<file path="src/rtl/pbus_pkg.sv">
// Shared definitions for the peripheral-bus bridge: slot address map, FSM
// states, bridge register offsets and STATUS bit positions.
package pbus_pkg;

  localparam int MAX_DEV = 8;

  // Word addresses [31:2]; each slot owns one 256-byte page (byte bits [31:8]).
  localparam logic [29:0] DEV_BASE [MAX_DEV] = '{
    30'h0000_1FC0, 30'h0000_2000, 30'h0000_2040, 30'h0000_2080,
    30'h0000_20C0, 30'h0000_2100, 30'h0000_2140, 30'h0000_2180
  };
  localparam logic [29:0] DEV_MASK [MAX_DEV] = '{default: 30'h3FFF_FFC0};

  typedef enum logic [1:0] {
    IDLE   = 2'd0,
    ACCESS = 2'd1,
    RESP   = 2'd2
  } stateT;

  localparam logic [1:0] REG_STATUS   = 2'd0;
  localparam logic [1:0] REG_ERR_ADDR = 2'd1;
  localparam logic [1:0] REG_INT_MASK = 2'd2;
  localparam logic [1:0] REG_ERR_IE   = 2'd3;

  localparam int ST_ERR     = 0;
  localparam int ST_NOHIT   = 1;
  localparam int ST_TIMEOUT = 2;

endpackage

</file>
<file path="src/rtl/pbus_irq_agg.sv">
// Masks device interrupts, folds slots 5 and up plus the bus-error interrupt
// onto the top CPU line, and registers the result.
module pbus_irq_agg
  import pbus_pkg::*;
#(
  parameter int NUM_DEV = 4
) (
  input  logic               clk,
  input  logic               rst,
  input  logic [NUM_DEV-1:0] devInt,
  input  logic [NUM_DEV-1:0] intMask,
  input  logic               errIrq,
  output logic [5:0]         hwInt
);

  logic [MAX_DEV-1:0] masked;

  // NOTE: every always_comb output gets a default first, so no path leaves it unassigned and no latch is inferred.
  always_comb begin
    masked = '0;
    masked[NUM_DEV-1:0] = devInt & intMask;
  end

  // NOTE: state registers use non-blocking assignments so every flop samples pre-edge values.
  always_ff @(posedge clk or posedge rst) begin
    if (rst) hwInt <= '0;
    else     hwInt <= {(|masked[7:5]) | errIrq, masked[4:0]};
  end

endmodule

</file>
<file path="src/rtl/pbus_bridge.sv">
// CPU-to-peripheral bridge: address decode, one-cycle device strobes, ready
// wait with timeout, bridge register block with error capture, interrupts.
module pbus_bridge
  import pbus_pkg::*;
#(
  parameter int          NUM_DEV     = 4,
  parameter int          TIMEOUT     = 15,
  parameter logic [29:0] BRIDGE_BASE = 30'h3FFF_FF00
) (
  input  logic                   clk,
  input  logic                   rst,
  input  logic [29:0]            PrAddr,
  input  logic [31:0]            PrWD,
  input  logic [3:0]             PrBE,
  input  logic                   PrWe,
  input  logic                   PrRd,
  output logic [31:0]            PrRD,
  output logic                   PrRdy,
  output logic                   PrErr,
  output logic [29:0]            DevAddr,
  output logic [31:0]            DevWD,
  output logic [3:0]             DevBE,
  output logic [NUM_DEV-1:0]     DevWe,
  output logic [NUM_DEV-1:0]     DevRe,
  input  logic [32*NUM_DEV-1:0]  DevRD,
  input  logic [NUM_DEV-1:0]     DevRdy,
  input  logic [NUM_DEV-1:0]     DevInt,
  output logic [5:0]             HWInt
);

  stateT              state, stateNext;
  logic [7:0]         waitCnt;
  logic [NUM_DEV-1:0] selHot, hitHot, intMask;
  logic               opWe, errFlag, errIe, strobe;
  logic [31:0]        rdData, devRdSel, bridgeRd;
  logic [2:0]         status, statusSet, statusClr;
  logic [29:0]        errAddr;
  logic               req, devHit, bridgeHit, noHit, devReady, timeoutHit, bridgeWr;
  logic [1:0]         regSel;

  assign req        = PrWe | PrRd;
  assign regSel     = PrAddr[1:0];
  assign bridgeHit  = (PrAddr[29:2] == BRIDGE_BASE[29:2]);
  assign devHit     = |hitHot;
  assign noHit      = ~devHit & ~bridgeHit;
  assign devReady   = |(DevRdy & selHot);
  assign timeoutHit = (waitCnt == 8'(TIMEOUT - 1));
  assign bridgeWr   = (state == IDLE) & req & devHit == 1'b0 & bridgeHit & PrWe;

  // Descending scan so the lowest matching slot is the one left standing.
  always_comb begin
    hitHot = '0;
    for (int i = NUM_DEV - 1; i >= 0; i--) begin
      if ((PrAddr & DEV_MASK[i]) == DEV_BASE[i]) begin
        hitHot    = '0;
        hitHot[i] = 1'b1;
      end
    end
  end

  always_comb begin
    devRdSel = '0;
    for (int i = 0; i < NUM_DEV; i++)
      if (selHot[i]) devRdSel = devRdSel | DevRD[32*i +: 32];
  end

  always_comb begin
    bridgeRd = '0;
    case (regSel)
      REG_STATUS:   bridgeRd[2:0] = status;
      REG_ERR_ADDR: bridgeRd = {errAddr, 2'b00};
      REG_INT_MASK: bridgeRd[NUM_DEV-1:0] = intMask;
      default:      bridgeRd[0] = errIe;
    endcase
  end

  always_comb begin
    statusSet = '0;
    if ((state == IDLE && req && noHit) ||
        (state == ACCESS && !devReady && timeoutHit)) begin
      statusSet[ST_ERR] = 1'b1;
      if (state == IDLE) statusSet[ST_NOHIT]   = 1'b1;
      else               statusSet[ST_TIMEOUT] = 1'b1;
    end
  end

  assign statusClr = (bridgeWr && regSel == REG_STATUS && PrBE[0]) ? PrWD[2:0] : 3'b000;

  always_ff @(posedge clk or posedge rst) begin
    if (rst) state <= IDLE;
    else     state <= stateNext;
  end

  always_comb begin
    stateNext = state;
    case (state)
      IDLE:    if (req) stateNext = devHit ? ACCESS : RESP;
      ACCESS:  if (devReady || timeoutHit) stateNext = RESP;
      default: stateNext = IDLE;
    endcase
  end

  always_comb begin
    strobe = (state == ACCESS) && (waitCnt == 8'd0);
    PrRdy  = (state == RESP);
    PrErr  = PrRdy & errFlag;
    PrRD   = rdData;
    DevWe  = (strobe &&  opWe) ? selHot : '0;
    DevRe  = (strobe && !opWe) ? selHot : '0;
  end

  always_ff @(posedge clk or posedge rst) begin
    if (rst) begin
      DevAddr <= '0;
      DevWD   <= '0;
      DevBE   <= '0;
      opWe    <= 1'b0;
      selHot  <= '0;
      waitCnt <= '0;
      rdData  <= '0;
      errFlag <= 1'b0;
    end else begin
      case (state)
        IDLE: if (req) begin
          DevAddr <= PrAddr;
          DevWD   <= PrWD;
          DevBE   <= PrBE;
          opWe    <= PrWe;
          selHot  <= hitHot;
          waitCnt <= '0;
          errFlag <= noHit;
          rdData  <= (bridgeHit && !devHit && !PrWe) ? bridgeRd : '0;
        end
        ACCESS: begin
          waitCnt <= waitCnt + 8'd1;
          if (devReady) begin
            rdData  <= opWe ? '0 : devRdSel;
            errFlag <= 1'b0;
          end else if (timeoutHit) begin
            rdData  <= '0;
            errFlag <= 1'b1;
          end
        end
        default: ;
      endcase
    end
  end

  // A freshly detected error outranks a same-cycle write-1-to-clear.
  always_ff @(posedge clk or posedge rst) begin
    if (rst) begin
      status  <= '0;
      errAddr <= '0;
      intMask <= '1;
      errIe   <= 1'b0;
    end else begin
      status <= (status & ~statusClr) | statusSet;
      if (|statusSet) errAddr <= (state == IDLE) ? PrAddr : DevAddr;
      if (bridgeWr && PrBE[0]) begin
        if (regSel == REG_INT_MASK) intMask <= PrWD[NUM_DEV-1:0];
        if (regSel == REG_ERR_IE)   errIe   <= PrWD[0];
      end
    end
  end

  pbus_irq_agg #(.NUM_DEV(NUM_DEV)) u_irq (
    .clk     (clk),
    .rst     (rst),
    .devInt  (DevInt),
    .intMask (intMask),
    .errIrq  (status[ST_ERR] & errIe),
    .hwInt   (HWInt)
  );

endmodule

</file>
<file path="config.mk">
export PLATFORM = sky130hd
export DESIGN_NAME = pbus_bridge
export DESIGN_NICKNAME = d
export VERILOG_FILES = /design/src/rtl/pbus_pkg.sv /design/src/rtl/pbus_irq_agg.sv /design/src/rtl/pbus_bridge.sv
export SDC_FILE = /design/constraint.sdc
export NUM_CORES = 1
export LEC_CHECK = 0
export CORE_UTILIZATION = 47
export CTS_BUF_LIST = sky130_fd_sc_hd__clkbuf_4 sky130_fd_sc_hd__clkbuf_8
export CTS_CLUSTER_DIAMETER = 80
export DETAILED_ROUTE_END_ITERATION = 8
export PLACE_DENSITY = 0.95
export SYNTH_ARGS = -nofsm -noshare
export SYNTH_HDL_FRONTEND = slang
export SYNTH_SLANG_ARGS = --single-unit
export TNS_END_PERCENT = 100
</file>
<file path="constraint.sdc">
create_clock -name clk -period 12.03 [get_ports clk]
set_clock_uncertainty 0.1 [all_clocks]
set_input_delay 2.406 -clock clk [delete_from_list [all_inputs] [get_ports clk]]
set_output_delay 2.406 -clock clk [all_outputs]
set_load 0.02 [all_outputs]
</file>
**After elaboration in Yosys (flattened, before gate mapping)**

Cells that the tools add are included.

- Bits in registers: 157
- Output and inout port bits: 114
- Word-level logic and storage cells: 113
- Bits of input ports: 206

- Eq/ne operators: 14
- Add/sub/neg operators: 1
- Reductions and logical operators: 31
- Bitwise gates (word level): 18
- Multiplexer cells: 35

Operators by type and width:

| kind | count |
|---|---|
| $mux 32 | 9 |
| $or 32x32->32 | 3 |
| $eq 24x8->1 const B | 3 |
| $pmux 32 s2 | 1 |
| $mux 30 | 1 |
| $eq 28x28->1 const B | 1 |
| $mux 28 | 1 |
| $eq 24x7->1 const B | 1 |
| $mux 4 | 6 |
| $pmux 8 s2 | 1 |
| $logic_and 1x1->1 | 12 |
| $reduce_and 2->1 | 5 |
| $add 8x1->8 const B | 1 |
| $and 4x4->4 | 2 |
| $eq 8x4->1 const B | 1 |
| $logic_not 8->1 | 1 |
| $mux 8 | 1 |
| $reduce_or 4->1 | 2 |
| $and 1x1->1 | 7 |
| $eq 2x2->1 const B | 3 |
| $mux 2 | 3 |
| $mux 3 | 2 |
| $pmux 2 s3 | 1 |
| $mux 1 | 5 |
| other kinds (18) | 26 |

**Depth between registers and ports, before layout**

- Depth after elaboration: 16
- Mapped depth: 7
- Gate-level depth less buffers: 6

**By module**

A second synthesis with hierarchy kept.

- Cell total of the unflattened synthesis: 803
- Area total of the unflattened synthesis: 7,413.4 um2

By module, submodules not included:

| module | instances | sequential area each (um2) | area each (um2) | cells each |
|---|---|---|---|---|
| pbus_bridge | 1 | 3,808.7 | 7,248.2 | 791 |
| pbus_irq_agg | 1 | 125.1 | 165.2 | 12 |

**Least setup slack after synthesis**

OpenSTA, ideal clock, no wires.

- Path type: input-to-reg
- From: input port PrAddr[25]
- To: register errAddr[0]
- Required time: 11,804 ps
- Setup time: 126 ps
- Setup slack: 7,670 ps
- Buffers on the path: 0
- Cell stages on the path: 5
- Arrival: 4,134 ps
- Path through: or4_4 or4_4 a21oi_4 nor3_4 a221o_1

- Cells in the longest elaborated chain, start to end: 12
- Elaborated cells between the ends (all ways): 17
- Classes of those cells: eq/ne: 5; mux: 5; bitwise: 3; reduce/logical: 4

Ends and longest elaborated chain:

| item | line | text |
|---|---|---|
| start: declaration | pbus_bridge.sv:12 | `input logic [29:0] PrAddr,` |
| $eq 24x8->1 | pbus_bridge.sv:54 | `if ((PrAddr & DEV_MASK[i]) == DEV_BASE[i]) begin` |
| $mux 4 (4 in series) | pbus_bridge.sv:54 |  |
| $reduce_or 4->1 | pbus_bridge.sv:44 | `assign devHit = \|hitHot;` |
| $not 1->1 | pbus_bridge.sv:45 | `assign noHit = ~devHit & ~bridgeHit;` |
| $and 1x1->1 (*) | pbus_bridge.sv:45 |  |
| $logic_and 1x1->1 (*) | pbus_bridge.sv:79 | `if ((state == IDLE && req && noHit) \|\|` |
| $logic_or 1x1->1 (*) | pbus_bridge.sv:79 |  |
| $mux 3 (*) | pbus_bridge.sv:79 |  |
| $reduce_or 3->1 (*) | pbus_bridge.sv:158 | `if (\|statusSet) errAddr <= (state == IDLE) ? PrAddr : DevAddr;` |
| end signal: assignment | pbus_bridge.sv:158 |  |
| end: declaration | pbus_bridge.sv:37 | `logic [29:0] errAddr;` |

Mark *: on every way between the ends. The rest lies on a longest branch, timed or not.
A chain may end at the register's enable or synchronous reset.

**Final worst setup path**

- From: input port PrWe
- To: register errAddr[10]

- Cells in the longest elaborated chain, start to end: 6

Ends and longest elaborated chain:

| item | line | text |
|---|---|---|
| start: declaration | pbus_bridge.sv:15 | `input logic PrWe,` |
| $or 1x1->1 | pbus_bridge.sv:41 | `assign req = PrWe \| PrRd;` |
| $logic_and 1x1->1 (2 in series) | pbus_bridge.sv:79 |  |
| $logic_or 1x1->1 | pbus_bridge.sv:79 |  |
| $mux 3 | pbus_bridge.sv:79 |  |
| $reduce_or 3->1 | pbus_bridge.sv:158 |  |

Every way passes these cells.

==> results.md <==
- Status: complete, no violations
- Worst Setup End Kind: flip-flop
- Ys Warns: 0
- TNS Setup: 0 ns
- WL final: 25,820 um
- Routed via count: 7,554
- Antenna violations before repair: 2
- DP Wirelength: 18,750 um
- Worst-path clk slew: 0.09 ns
- Core Util, Final: 73.14%
- CTS buffer count: 17
- Number of global-route vias before repair: 7,359
- Syn avg cell area: 9.202 sq um
- RSZ-0062 raised after global routing: no
- Number of synthesized flops with an enable pin: 0
- Tot GR Track Use: 31.39%
- Clk buf depth: 2
- Post-CTS resize count: 0
- I/O pin count: 320
- Post-CTS Setup Inserts: 0
- Yosys reg bits: 157
- Final period util: 46.65%
- Initial DRC Count: 705
- Worst relative slew slack: 9.066%
- Reg2reg end: errAddr[10]$_DFFE_PP0P_
- Final setup vio count: 0
- Hold crit path type: flip-flop to flip-flop
- Reg2reg start: state[0]$_DFFE_PP0P_
- CP required: 12.25 ns
- # port buffers: 318
- CP Launch Type: input port
- H-Tree Depth: 4
- Chip Width: 127.6 um
- Slew Limit Fails: 0
- Fin. Hold Viols: 0
- Synth cell types: 46
- Measured slew at the worst slew-check pin: 1.364 ns
- Clock insertion delay at the later pin of the skew report: 0.44 ns
- Synth top area cells: dfrtp_1 52%, nand2_1 12%, a22oi_1 6.9%
- Synthesized area: 7417 sq um
- Synth top cells by count: 236 x nand2_1, 153 x dfrtp_1, 68 x a22oi_1, 67 x a21oi_1, 44 x clkbuf_1
- Gpl congestion: 0.9199
- Critical-path maximum fanout: 78
- Power Density: 127.8 nW/um^2
- Fin crit period: 5.612 ns
- Die H: 127.6 um
- Area grow syn2layout: 51.01%
- DR DRC count: 0
- Final nets: 1,311
- Setup CP Type: input port to flip-flop
- Synth Instances: 806
- Routed Antenna Nets: 0
- Post-Syn Nets: 1,020
- CTS tree: yes
- Most common cell in the netlist: nand2_1
- DR pass1 iterations: 8
- Synth area leader: dfrtp_1
- DIE AREA: 16,290 sq um
- Largest net degree at the start of global routing: 80
- Post-synth top area share: 51.62%
- Rows: 45
- GRT overflow: 0
- Starting Density: 48.43%
- Via density: 5.710
- Peak VDD IR: 0.00009567 V
- Drt wl/cell: 19.52 um
- Share of cells above drive strength 1: 5.315%
- Crit path to: errAddr[10]$_DFFE_PP0P_
- Max cap viols: 0
- First-pass GRT wire length: 39,060 um
- Fraction of registers with async set/reset: 100.0%
- Beginning of the critical path: PrWe
- Primary FF master, synth: dfrtp_1
- Root Driver: clkbuf_8
- Clk sinks: 157
- Flop2flop setup slack: 8.08 ns
- Hold_buf cts: 0
- Worst reg2reg path depth: 6
- Core area: 15,310 sq um
- Sequential fraction of the synthesis area: 53.04%
- Peak Freq: 178.2 MHz
- CP arrival: 5.83 ns
- Leakage power total: 0.004778 uW
==> logic make-up (layout without fill, tap and decap cells) <==
logic type / after synthesis / count (layout) / synth area share (%)
compound gates: 247 / 247 / 22.42
fa+ha+maj: 8 / 8 / 1.350
buf+inv: 65 / 369 / 3.509
other cells: 1 / 3 / 0.05056
flops: 157 / 157 / 53.04
mux: 6 / 6 / 0.8940
simple gates: 322 / 322 / 18.74
==> routing by layer <==
metal | vias to the layer above | share of wire, % | GRT usage, % | routed length [um]
met5 | - | 0 | 0 | 0
met1 | 3583 | 37 | 37.13 | 9478
met2 | 452 | 49 | 53.04 | 12660
met4 | 0 | 3.6 | 13.01 | 940
li1 | 3438 | - | - | -
met3 | 81 | 11 | 9.883 | 2741
==> worst max-delay path, stage by stage <==
cell             delay [ns]
clkdlybuf4s50_1        0.63
o21ai_4                0.09
buf_4                  0.39
a21oi_1                1.15
a21oi_2                0.64
a221o_1                0.47
==> registers in the layout, summed over array words and instances (netlist names), 2 cells and up <==
register	count
DevAddr	30
selHot	4
status	3
waitCnt	8
PrRD	32
DevWD	32
u_irq.hwInt	5
errAddr	30
intMask	4
DevBE	4
state	2
==> worst min path at each step <==
stage / startpoint / slack [ns] / cells past startpoint / end
after CTS: DevWD[10]$_DFFE_PP0P_ / 0.38 / 2 / DevWD[10]$_DFFE_PP0P_
after global routing: errAddr[22]$_DFFE_PP0P_ / 0.40 / 1 / errAddr[22]$_DFFE_PP0P_
after floorplan: waitCnt[7]$_DFFE_PP0P_ / 0.35 / 1 / waitCnt[7]$_DFFE_PP0P_
after global placement: DevWD[17]$_DFFE_PP0P_ / 0.36 / 2 / DevWD[17]$_DFFE_PP0P_
final: DevWD[19]$_DFFE_PP0P_ / 0.38 / 2 / DevWD[19]$_DFFE_PP0P_
after detailed placement: DevWD[17]$_DFFE_PP0P_ / 0.36 / 2 / DevWD[17]$_DFFE_PP0P_
==> stage by stage <==
| step | power [uW] | setup slack [ns] | hold slack, ns | area, sq um | instances |
|---|---|---|---|---|---|
| floorplan | 776.6 | 5.296 | 0.3454 | 7417 | 806 |
| global placement | 965.5 | 6.238 | 0.3572 | 10720 | 1289 |
| detailed placement | 975.4 | 6.148 | 0.3612 | 10720 | 1289 |
| CTS | 1436 | 6.581 | 0.3834 | 11200 | 1321 |
| global route | 1492 | 6.356 | 0.4038 | 11200 | 1323 |
| finish | 1431 | 6.418 | 0.3771 | 11200 | 1323 |
==> placed cells by master, fill, tap and decap left out, drive strengths merged, types with 6 or more instances in the layout <==
master / netlist / layout
a21o: 20 / 20
a21oi: 69 / 69
a221o: 14 / 14
a22o: 18 / 18
a22oi: 68 / 68
and2: 15 / 15
buf: 9 / 7
clkbuf: 44 / 20
clkdlybuf4s50: 0 / 318
dfrtp: 153 / 153
ha: 8 / 8
inv: 12 / 14
nand2: 236 / 236
nand3: 9 / 9
nand4: 10 / 10
nor2: 20 / 20
nor3: 6 / 6
nor4: 8 / 8
o21ai: 43 / 43
==> layout make-up <==
class,count,area (sq um)
inverters,12,50.05
clock buffers,20,269.0
well taps,211,264.0
fillers,1064,4114
multi-input cells,584,3234
repair buffers,325,3236
flip-flops and latches,157,3934
diodes,2,5.005
clock inverters,12,209.0
==> power by group <==
| part | total [uW] | internal (uW) | leakage (uW) | switching (uW) |
|---|---|---|---|---|
| clock | 461 | 263 | 0.000234 | 199 |
| sequential | 632 | 586 | 0.00199 | 45.5 |
| combinational | 338 | 167 | 0.00256 | 171 |
| total | 1430 | 1020 | 0.00478 | 415 |
Note: power is estimated with default switching activity, not from simulation.
